## src/rtl/pwm_rampa_ctrl_if.sv

```systemverilog
// Request/status bundle between a ramp requester and pwm_rampa_ctrl.
// Latency: none, wires only.
// Backpressure: none; the requester watches busy/done before issuing start.
interface pwm_rampa_ctrl_if #(
    parameter int R      = 6,
    parameter int STEP_W = 16
);
    logic              start;
    logic [R-1:0]      target;
    logic [STEP_W-1:0] step_div;
    logic              busy;
    logic              done;
    logic [R-1:0]      duty;
    logic              pwm_out;

    modport master (
        output start, target, step_div,
        input  busy, done, duty, pwm_out
    );

    modport slave (
        input  start, target, step_div,
        output busy, done, duty, pwm_out
    );
endinterface

```

## src/rtl/pwm_rampa_ctrl.sv

```systemverilog
// PWM generator with a one-LSB-per-step duty ramp toward a requested target; optional PWM_RAMP_RETARGET_EN.
// Latency: busy one edge after start, first step after step_div+1 cycles, duty visible at next PWM wrap.
// Backpressure: start while busy is dropped, or re-targets the ramp when PWM_RAMP_RETARGET_EN is defined.
module pwm_rampa_ctrl #(
    parameter int R      = 6,
    parameter int STEP_W = 16
) (
    input  logic         clk,
    input  logic         reset,
    pwm_rampa_ctrl_if.slave bus
);
`ifdef PWM_RAMP_RETARGET_EN
    localparam bit RETARGET = 1'b1;
`else
    localparam bit RETARGET = 1'b0;
`endif

    typedef enum logic {IDLE, RAMP} state_t;

    state_t            state, state_nxt;
    logic [R-1:0]      cnt;
    logic [R-1:0]      duty_active;
    logic [R-1:0]      duty_q, duty_nxt;
    logic [R-1:0]      tgt_q, tgt_nxt;
    logic [STEP_W-1:0] div_q, div_nxt;
    logic [STEP_W-1:0] tick, tick_nxt;
    logic              done_q, done_nxt;

    always_ff @(posedge clk) begin
        if (reset) begin
            state       <= IDLE;
            cnt         <= '0;
            duty_active <= '0;
            duty_q      <= '0;
            tgt_q       <= '0;
            div_q       <= '0;
            tick        <= '0;
            done_q      <= 1'b0;
        end else begin
            state  <= state_nxt;
            cnt    <= cnt + 1'b1;
            // Sampling the pre-update duty keeps the period that starts now consistent.
            if (cnt == {R{1'b1}})
                duty_active <= duty_q;
            duty_q <= duty_nxt;
            tgt_q  <= tgt_nxt;
            div_q  <= div_nxt;
            tick   <= tick_nxt;
            done_q <= done_nxt;
        end
    end

    always_comb begin
        state_nxt = state;
        duty_nxt  = duty_q;
        tgt_nxt   = tgt_q;
        div_nxt   = div_q;
        tick_nxt  = tick;
        done_nxt  = 1'b0;
        case (state)
            IDLE: begin
                if (bus.start) begin
                    tgt_nxt  = bus.target;
                    div_nxt  = bus.step_div;
                    tick_nxt = '0;
                    if (bus.target == duty_q)
                        done_nxt = 1'b1;
                    else
                        state_nxt = RAMP;
                end
            end
            RAMP: begin
                if (RETARGET && bus.start) begin
                    tgt_nxt  = bus.target;
                    div_nxt  = bus.step_div;
                    tick_nxt = '0;
                    if (bus.target == duty_q) begin
                        state_nxt = IDLE;
                        done_nxt  = 1'b1;
                    end
                end else if (tick == div_q) begin
                    tick_nxt = '0;
                    // Direction comes from the compare, so the step can never overshoot or wrap.
                    duty_nxt = (tgt_q > duty_q) ? duty_q + 1'b1 : duty_q - 1'b1;
                    if (duty_nxt == tgt_q) begin
                        state_nxt = IDLE;
                        done_nxt  = 1'b1;
                    end
                end else begin
                    tick_nxt = tick + 1'b1;
                end
            end
            default: state_nxt = IDLE;
        endcase
    end

    assign bus.busy    = (state == RAMP);
    assign bus.done    = done_q;
    assign bus.duty    = duty_q;
    assign bus.pwm_out = (cnt < duty_active);
endmodule

```

## src/flat_wrapper.sv

```systemverilog
// flat-port wrapper written by rule: the top's interface ports become plain ports
module pwm_rampa_ctrl_flat 
#(
    parameter int R      = 6,
    parameter int STEP_W = 16
)
  (clk, reset, bus_start, bus_target, bus_step_div, bus_busy, bus_done, bus_duty, bus_pwm_out);
  pwm_rampa_ctrl_if #(.R(R), .STEP_W(STEP_W)) bus_i ();
  input  logic clk;
  input  logic reset;
  input wire logic [$bits(bus_i.start)-1:0] bus_start;
  input wire logic [$bits(bus_i.target)-1:0] bus_target;
  input wire logic [$bits(bus_i.step_div)-1:0] bus_step_div;
  output wire logic [$bits(bus_i.busy)-1:0] bus_busy;
  output wire logic [$bits(bus_i.done)-1:0] bus_done;
  output wire logic [$bits(bus_i.duty)-1:0] bus_duty;
  output wire logic [$bits(bus_i.pwm_out)-1:0] bus_pwm_out;
  assign bus_i.start = bus_start;
  assign bus_i.target = bus_target;
  assign bus_i.step_div = bus_step_div;
  assign bus_busy = bus_i.busy;
  assign bus_done = bus_i.done;
  assign bus_duty = bus_i.duty;
  assign bus_pwm_out = bus_i.pwm_out;
  pwm_rampa_ctrl #(.R(R), .STEP_W(STEP_W)) u_core (.clk(clk), .reset(reset), .bus(bus_i));
endmodule
```

## config.mk

```make
export PLATFORM = sky130hd
export DESIGN_NAME = pwm_rampa_ctrl_flat
export DESIGN_NICKNAME = d
export VERILOG_FILES = /design/src/rtl/pwm_rampa_ctrl_if.sv /design/src/rtl/pwm_rampa_ctrl.sv /design/src/flat_wrapper.sv
export SDC_FILE = /design/constraint.sdc
export NUM_CORES = 1
export LEC_CHECK = 0
export ABC_AREA = 1
export CAP_MARGIN = 20
export CORE_MARGIN = 5
export CORE_UTILIZATION = 57
export DETAILED_ROUTE_END_ITERATION = 12
export DONT_BUFFER_PORTS = 1
export PLACE_DENSITY = 0.75
export SETUP_SLACK_MARGIN = 0.5
export SLEW_MARGIN = 40
export SYNTH_ARGS = -nofsm -noshare
export SYNTH_HDL_FRONTEND = slang
export SYNTH_SLANG_ARGS = --single-unit
```

## constraint.sdc

```tcl
create_clock -name clk -period 2.5 [get_ports clk]
set_input_delay 0.75 -clock clk [delete_from_list [all_inputs] [get_ports clk]]
set_output_delay 0.75 -clock clk [all_outputs]
set_load 0.02 [all_outputs]
```

==> results <==
-- Yosys cell counts, drive strengths merged --
master,n,area share
or2,2,0.0045
xnor2,2,0.0052
fa,1,0.0060
nor3,7,0.015
o21ai,40,0.061
dfxtp,58,0.35
clkinv,1,0.0015
o221a,1,0.0034
nor3b,1,0.0022
clkbuf,9,0.010
a21oi,55,0.084
nor2,52,0.061
nor4,2,0.0037
nand2,124,0.14
xor2,8,0.021
a211oi,1,0.0037
nand3b,5,0.012
buf,6,0.011
inv,69,0.078
nand3,28,0.043
ha,18,0.067
nand4,8,0.015
-- critical path, delay by kind of cell, from the launching register on --
family          cells  cell delay [ns]
compound gates      2             0.30
fa+ha+maj           2             0.56
buf+inv             3             0.26
simple gates       12             1.25
flops               1             0.36
-- cells by family (layout without fill, tap and decap cells) --
group / after synthesis / count (layout) / synth area share
buf+inv: 85 / 108 / 0.1004
fa+ha+maj: 19 / 19 / 0.07346
flops: 58 / 58 / 0.3478
simple gates: 229 / 229 / 0.3002
xor+xnor: 10 / 10 / 0.02624
compound gates: 97 / 97 / 0.1518
-- state kept, by name (all words and copies together) (netlist names) --
register            flops
u_core.bus.busy         1
u_core.bus.done         1
u_core.bus.duty         6
u_core.cnt              6
u_core.div_q           16
u_core.duty_active      6
u_core.tgt_q            6
u_core.tick            16
-- area by class of cell --
class | instances | area [um^2]
Multi-Input combinational cell | 355 | 2186
Fill cell | 443 | 1470
Sequential cell | 58 | 1191
Inverter | 70 | 274.0
Clock buffer | 13 | 190.2
Timing Repair Buffer | 22 | 165.2
Tap cell | 72 | 90.09
Clock inverter | 3 | 41.29
-- timing repair --
action / 4_1_cts / 5_1_grt
cloned: 0 / 0
endpoints found under the setup margin: 8 / 8
pin swaps: 17 / 21
gates resized for setup: 19 / 48
hold buffers: 0 / 0
setup buffers: 1 / 4
-- where the power goes --
group / switching [mW] / internal, mW / leakage, nW / total, mW
Combinational: 0.323 / 0.219 / 1.11 / 0.541
Sequential: 0.0327 / 0.958 / 0.482 / 0.991
Clock: 0.396 / 0.602 / 0.121 / 0.998
-- cells in the final DEF, fill, tap and decap left out, types with 3 or more instances in the layout --
cell type,n
a21oi_1,48
a21oi_2,5
buf_4,22
clkbuf_8,12
dfxtp_1,44
dfxtp_2,9
dfxtp_4,5
ha_1,3
ha_4,15
inv_1,52
inv_2,14
inv_4,3
nand2_1,105
nand2_2,17
nand3_1,20
nand3_2,8
nand3b_1,4
nand4_1,8
nor2_1,43
nor2_2,7
nor3_1,4
nor3_2,3
o21ai_0,36
o21ai_1,3
xor2_1,8
-- worst min-delay path by stage --
| stage | startpoint | cells past startpoint | slack [ns] | end |
|---|---|---|---|---|
| 2_1_floorplan | u_core.cnt[0] | 1 | 0.43 | u_core.cnt[0] |
| 3_3_place_gp | u_core.cnt[0] | 1 | 0.45 | u_core.cnt[0] |
| 3_5_place_dp | u_core.cnt[0] | 1 | 0.45 | u_core.cnt[0] |
| 4_1_cts | reset | 1 | 0.46 | u_core.bus.duty[5] |
| 5_1_grt | reset | 1 | 0.46 | u_core.bus.duty[5] |
| 6_report | reset | 1 | 0.47 | u_core.bus.duty[5] |
-- through the flow --
| step | setup slack, ns | hold slack [ns] | cell area, um^2 | std cells |
|---|---|---|---|---|
| after detailed placement | -0.04934 | 0.4524 | 3581 | 572 |
| after global routing | -0.4141 | 0.4566 | 4138 | 593 |
| final | -0.2974 | 0.4652 | 4138 | 593 |
| after CTS | -0.04944 | 0.4602 | 3916 | 589 |
| after floorplan | 0.08975 | 0.4297 | 3435 | 498 |
| after global placement | -0.01428 | 0.4469 | 3581 | 572 |
-- metal layers --
| metal | wire (um) | part of all wire | up-vias | GRT usage |
|---|---|---|---|---|
| met5 | 0 | 0 | - | 0 |
| met4 | 201 | 0.022 | 0 | 0.07790 |
| met3 | 648 | 0.071 | 23 | 0.05418 |
| met2 | 4174 | 0.46 | 113 | 0.3832 |
| met1 | 4062 | 0.45 | 1520 | 0.3218 |
| li1 | - | - | 1648 | - |
==> summary.md <==
| Metric | Value |
|---|---|
| Fmax | 357.5 MHz |
| CP dominant cell by count | nand2_1 |
| GRT Total Usage | 0.2403 |
| Yosys warnings | 0 |
| VDD IR max | between 0.3 and 0.4 mV |
| Worst reg2reg path depth | 19 |
| Layout cells sized above 1 | 0.2649 |
| Ant diodes | 0 |
| Row count | 27 |
| Net count after synthesis | 542 |
| Final WL | 9.087 mm |
| Register bit total from synthesis | 58 |
| Tcrit/Tclk final | 1.119 |
| Post-synthesis sequential area ratio | 0.3478 |
| Setup_tns | -0.6244 ns |
| Total congestion overflow | 0 |
| PortBufs | 0 |
| Max clock buf depth | 2 |
| Initial antenna violation count | 0 |
| CTS tree | done |
| CTS Buf Count | 9 |
| Crit path DAT | 3.07 ns |
| Initial core utilization | 0.5953 |
| Final setup violation count | 3 |
| Worst Tran Pin Value | 0.6792 ns |
| Initial DRC count | roughly 220 |
| DIE HEIGHT | 86.53 um |
| Clock-pin slew on the worst setup and hold paths | 0.07 ns |
| Initial DRT Pass Iterations | 5 |
| Max cap viols | 0 |
| Cells along the critical path | inv_4 > ha_4 > nand2_4 > nor2_4 > nand2_1 > inv_1 > nor2_2 > nor2_4 > clkinv_4 > ha_4 > a21oi_4 > nand3b_1 > nand2_2 > nand2_1 > nand2_1 > nand3_1 > nor2_1 > nand3_2 > a21oi_1 |
| WP data required | 2.77 ns |
| Worst setup startpoint | u_core.bus.duty[5] |
| Vias per std cell | 5.572 |
| Vias | 3304 |
| Hold WC Path Type | input pin to register |
| Largest net degree at the start of global routing | 30 |
| Synth cell types | 35 |
| GPL Wtd Cong | 0.9386 |
| Pins Over Slew Limit | 0 |
| Mean Syn Cell Area | 6.703 um^2 |
| Number of global-route vias before repair | 3020 |
| RR Endpoint | u_core.bus.done |
| Clock Root Buffer | clkbuf_8 |
| Cell Area, Synth | 0.003338 mm^2 |
| Worst r2r src | u_core.bus.duty[5] |
| # IOs | 34 |
| Remaining DRCs | 0 |
| Core footprint | 0.005608 mm^2 |
| Number of nets in the layout | 560 |
| Setup crit end | u_core.bus.done |
| Slowest-stage cell, CP | dfxtp_4 |
| Cells after Synth | approximately 500 |
| Final Power | 2.529 mW |
| Die area | between 0.007 and 0.008 mm^2 |
| Status | finished with violations |
| Die W | approximately 87 um |
| CP startpoint kind | register |
| Final HPWL DP | 5.934 mm |
| PnR worst setup slack | -0.2974 ns |
| Setup Skew | 0.009803 ns |
| Worst-skew pair later-pin latency | 0.34 ns |
| Setup slack, reg-to-reg | -0.30 ns |
| Leak | between 1.5 and 2 nW |
| Final Util | 0.7378 |
| Crit. End Element | register |
| Clock sinks | slightly below 60 |
| CP max stage delay | 0.36 ns |
| Failing checks | negative setup slack |
| Unrepaired setup endpoints after global routing | yes |
| Max H-tree Level | 3 |
| Power per cell area | 611.3 mW/mm^2 |
| Critical Path Fanout Max | 6 |
| First-pass GRT wire length | 14.20 mm |
| Worst slew margin | 0.5430 |
| Post-detailed-route count of antenna-violating nets | 0 |
| P&R area growth vs syn | 23.95% |
| Final Hold Fails | 0 |
| Critical path class | register to register |
| WL/cell | about 15 um |
| Crit path time final | roughly 2.8 ns |
Note: power is estimated with default switching activity, not from simulation.
==> RTL edit 1 (config.mk and constraints unchanged) <==
`STEP_W` is set to 16 in 3 places; all go to 14.
--- a/src/rtl/pwm_rampa_ctrl_if.sv
+++ b/src/rtl/pwm_rampa_ctrl_if.sv
@@ -5,3 +5,3 @@
     parameter int R      = 6,
-    parameter int STEP_W = 16
+    parameter int STEP_W = 14
 );
--- a/src/rtl/pwm_rampa_ctrl.sv
+++ b/src/rtl/pwm_rampa_ctrl.sv
@@ -5,3 +5,3 @@
     parameter int R      = 6,
-    parameter int STEP_W = 16
+    parameter int STEP_W = 14
 ) (
--- a/src/flat_wrapper.sv
+++ b/src/flat_wrapper.sv
@@ -4,3 +4,3 @@
     parameter int R      = 6,
-    parameter int STEP_W = 16
+    parameter int STEP_W = 14
 )
Interface: changed (resized bus_step_div); port bits go from 34 to 32. The function was not compared with the original's and may differ.
==> RTL edit 1 against the unedited design <==
The flow still finishes with violations (setup timing). Via count shrank 18%. Combinational power grew 6.7%. Sequential cell count shrank 4. Design area shrank 11%. Power shrank 18%. Critical path depth shrank 3. Worst setup slack gained 200 ps. Routed wire length shrank 18%. Area after synthesis shrank 12%. First-iteration DRC count shrank 34%.
==> RTL edit 1: results (changes against the unedited design) <==
STATUS
------------------------------------------------------------------------------
Outcome ......................................................... finished with violations
Violated checks ................................................. setup timing

LAYOUT
------------------------------------------------------------------------------
Final cell count without fillers ................................          498   -16%
Share of cells above drive strength 1 ...........................        28.7%   +2.3 points
Final layout net count ..........................................          468   -16%

POWER AND IR DROP
------------------------------------------------------------------------------
P_leak ..........................................................      1.45 nW   -15%
Switching component of the power ................................     0.665 mW   -11%
Max rail drop VDD ...............................................     0.392 mV   +4.6%

PLACED DESIGN
------------------------------------------------------------------------------
Pre-CTS setup slack .............................................      1.40 ps   +50.7 ps
Final weighted congestion in routability-driven placement .......        0.875   -6.8%
Placed instance area ............................................   3190 sq um   -11%

SYNTHESIS
------------------------------------------------------------------------------
Sequential element share of the synthesized area ................        36.6%   +1.8 points
Mapped Cells ....................................................          411   -17%
Cell types with the largest area share after synthesis .......... sky130_fd_sc_hd__dfxtp_1, sky130_fd_sc_hd__nand2_1, sky130_fd_sc_hd__nor2_1
Syn nets ........................................................          452   -17%

STA
------------------------------------------------------------------------------
Number of endpoints failing setup at the final stage ............            2   -1
Final worst slack ...............................................     -92.9 ps   +205 ps
Worst slew margin relative to its limit .........................        66.6%   +12 points
Fin Clk Skew ....................................................      3.70 ps   -6.10 ps

SETUP PATH
------------------------------------------------------------------------------
Peak fanout along the critical path .............................            5   -1
Slowest stage cell on the critical path ......................... sky130_fd_sc_hd__fa_2
Slowest Stage Delay on Critical Path ............................       560 ps   +200 ps
Worst Path Arrival ..............................................      2810 ps   -260 ps

GLOBAL ROUTING
------------------------------------------------------------------------------
Global-route met1 utilization ...................................        31.0%   -1.1 points
Largest net degree at the start of global routing ...............           23   -23%
First-pass GRT wire length ......................................     12100 um   -15%
Via count of the first global-routing pass ......................         2619   -13%
Routing usage on met2 ...........................................        37.5%   -0.84 points
GR Util All Layers ..............................................        23.5%   -0.53 points

MIN PATH
------------------------------------------------------------------------------
Hold/Removal Path Class .........................................      reg2reg

ROUTE
------------------------------------------------------------------------------
Routed length on met2 ...........................................      3420 um   -18%
Average wire per standard cell ..................................      15.0 um   -2.0%
WL met3 .........................................................       380 um   -41%
Number of detailed-routing iterations run before antenna repair .            4   -1
DRC violation total after the first TritonRoute iteration .......          142   -34%
Vias ............................................................         2704   -18%

CLOCK TREE
------------------------------------------------------------------------------
Latest clock arrival within the worst-skew pair .................       320 ps   -20 ps
Clock transition at the registers of the reported paths .........       100 ps   +30 ps
CTS Buffer Depth ................................................            2   unchanged
Number of buffers created by CTS ................................            5   -4
# H-tree levels .................................................            2   -1

[RTL edit 1: final timing paths]
kind / from / to / slack, ps / depth (start not counted)
setup / recovery: u_core.bus.duty[4] / u_core.bus.busy / -90 / 16
hold / removal: u_core.tgt_q[0] / u_core.tgt_q[0] / 470 / 2
setup reg to reg: u_core.bus.duty[4] / u_core.bus.busy / -90 / 16
hold reg to reg: u_core.tgt_q[0] / u_core.tgt_q[0] / 470 / 2
[RTL edit 1: power groups by stage]
| stage | sequential (mW) | clock [mW] | combinational [mW] |
|---|---|---|---|
| 2_1_floorplan | 0.944 | 0 | 0.308 |
| 3_3_place_gp | 0.945 | 0 | 0.373 |
| 3_5_place_dp | 0.946 | 0 | 0.383 |
| 4_1_cts | 0.927 | 0.564 | 0.455 |
| 5_1_grt | 0.935 | 0.600 | 0.633 |
| 6_report | 0.930 | 0.561 | 0.577 |
[RTL edit 1: what timing repair did]
item,4_1_cts,5_1_grt
pin swaps,14,17
setup buffers,5,5
endpoints found under the setup margin,6,11
resized for setup,33,33
[RTL edit 1: cell type report]
class	instances	area [sq um]
well taps	70	87.6
repair buffers	19	155
clock buffers	7	96.3
flip-flops and latches	54	1120
clock inverters	1	8.76
fillers	395	1400
inverters	49	198
multi-input cells	298	2010
[RTL edit 1: cells by family (layout without fill, tap and decap cells)]
group / count (synthesis) / count (layout) / synth area share [%]
AOI/OAI and AO/OA: 82 / 82 / 14.5
xor gates and xnor gates: 23 / 23 / 6.82
adders and majority gates: 18 / 18 / 7.88
buffers and inverters: 59 / 76 / 7.59
DFF: 54 / 54 / 36.6
and+or+nand+nor: 175 / 175 / 26.6
==> RTL edit 2 (config.mk and constraints unchanged) <==
Made on the original files. Put a register stage on the output `bus.pwm_out`. The value now appears one clock later.
--- a/src/rtl/pwm_rampa_ctrl.sv
+++ b/src/rtl/pwm_rampa_ctrl.sv
@@ -99,3 +99,5 @@
     assign bus.duty    = duty_q;
-    assign bus.pwm_out = (cnt < duty_active);
+    always_ff @(posedge clk) begin
+        bus.pwm_out <= (cnt < duty_active);
+    end
 endmodule
Check against the original RTL: same outputs for any inputs over 10 cycles, from zero or initial values and one cycle with reset high; that may be too few to reach the edited logic, so the function may still have changed.
==> RTL edit 2 against the unedited design <==
The flow still finishes with violations (setup timing). Largest power group is now sequential cells. Die area fell by 2.8%. Power fell by 6.0%. Cell count fell by 8.1%. Critical endpoint is now u_core.bus.busy. Area after synthesis fell by 3.2%. Hold slack got worse by 6.3 ps. Combinational power fell by 6.3%. Design area fell by 6.1%. Routed wire length fell by 15%. Sequential cell count rose by 1. Clock power fell by 14%. Clock skew rose by 2.2 ps. Worst setup slack improved by 200 ps.
==> RTL edit 2: results (changes against the unedited design) <==
STATUS
-------------------------------------------------------------------------------
Outcome .......................................................... finished with violations
Violated checks .................................................. setup timing

SYNTHESIS
-------------------------------------------------------------------------------
Cell types with the largest area share after synthesis ........... sky130_fd_sc_hd__dfxtp_1, sky130_fd_sc_hd__nand2_1, sky130_fd_sc_hd__a21oi_1
Compound-gate portion of the synthesized area ....................        15.4%   +0.27 points
Syn nets .........................................................          502   -7.4%
Top post-synthesis cells by count ................................ sky130_fd_sc_hd__nand2_1, sky130_fd_sc_hd__dfxtp_1, sky130_fd_sc_hd__nor2_1, sky130_fd_sc_hd__inv_1, sky130_fd_sc_hd__a21oi_1
Synthesized area divided by synthesized cell count ...............   7.06 sq um   +5.3%
Post-Synth Adder-Cell Area .......................................        7.59%   +0.24 points
Yosys cell types .................................................           33   -5.7%

STA
-------------------------------------------------------------------------------
Final worst slack ................................................     -98.7 ps   +199 ps
Number of endpoints failing setup at the final stage .............            2   -1
Worst slew margin relative to its limit ..........................        48.1%   -6.2 points
Worst Hold Slack .................................................       459 ps   -6.29 ps

ROUTE
-------------------------------------------------------------------------------
Routed length on met2 ............................................      3560 um   -15%
DRC violation total after the first TritonRoute iteration ........          202   -6.0%
WL met3 ..........................................................       491 um   -24%

SETUP PATH
-------------------------------------------------------------------------------
Capture point of the critical path ............................... u_core.bus.busy

LAYOUT
-------------------------------------------------------------------------------
Final layout net count ...........................................          512   -8.6%
Relative area of clock buffers and inverters in the final design .        4.99%   -0.60 points
Multi-input combinational cell count .............................          329   -7.3%
Sequential cell area in the final layout .........................   1210 sq um   +1.6%
Non-clock buffer count in the final layout .......................           17   -23%
Inverters ........................................................           52   -26%
Layout overhead on the synthesized area ..........................        20.2%

GLOBAL ROUTING
-------------------------------------------------------------------------------
GR Util All Layers ...............................................        21.5%   -2.6 points

CLOCK TREE
-------------------------------------------------------------------------------
Post-CTS Setup Repair Bufs .......................................            5   +4
Number of gates resized after CTS ................................           30   +11

MIN PATH
-------------------------------------------------------------------------------
Worst hold path stage count ......................................            2   +1

PLACED DESIGN
-------------------------------------------------------------------------------
Count of placed standard cells including taps ....................          523   -8.6%

POWER AND IR DROP
-------------------------------------------------------------------------------
P_leak ...........................................................      1.54 nW   -10%

-- RTL edit 2: changes by cell type in the layout (fill, tap and decap cells not counted), sizes merged, moves of 3 or more --
cell and change:
nand2 -31, a21oi -7, inv -16, nor3 -4, xnor2 +16, nor2 +3
buf -5, nand3b -3, nand3 -3
-- RTL edit 2: per-layer routing --
metal / vias up / GRT usage [%]
met1: 1328 / 27.1
met3: 23 / 6.21
li1: 1515 / -
met2: 96 / 34.3
met5: - / 0
met4: 0 / 8.63
-- RTL edit 2: critical path: stages, from the launching register on --
cell	delay, ps
sky130_fd_sc_hd__dfxtp_4	360
sky130_fd_sc_hd__inv_4	40
sky130_fd_sc_hd__ha_4	280
sky130_fd_sc_hd__nand2_4	60
sky130_fd_sc_hd__nor2_4	90
sky130_fd_sc_hd__nand3_2	110
sky130_fd_sc_hd__nand2_4	150
sky130_fd_sc_hd__inv_2	60
sky130_fd_sc_hd__fa_2	370
sky130_fd_sc_hd__inv_2	80
sky130_fd_sc_hd__nand3_4	70
sky130_fd_sc_hd__nand3b_1	140
sky130_fd_sc_hd__nand2_2	100
sky130_fd_sc_hd__nand2_1	80
sky130_fd_sc_hd__nand4_1	80
sky130_fd_sc_hd__nor2_1	120
sky130_fd_sc_hd__nand3_1	120
sky130_fd_sc_hd__and2_1	170
-- RTL edit 2: report_power, final --
group          internal, mW  total [mW]  leakage (nW)  switching (mW)
clock                 0.487       0.857        0.0969           0.370
sequential            0.977        1.01         0.489          0.0365
combinational         0.222       0.507         0.952           0.285
-- RTL edit 2: cells by family after synthesis --
family / after synthesis
flip-flops: 59
AO/OA/AOI/OAI: 95
AND/OR/NAND/NOR: 191
adder cells (fa/ha/maj): 19
XOR/XNOR: 24
buffers and inverters: 70
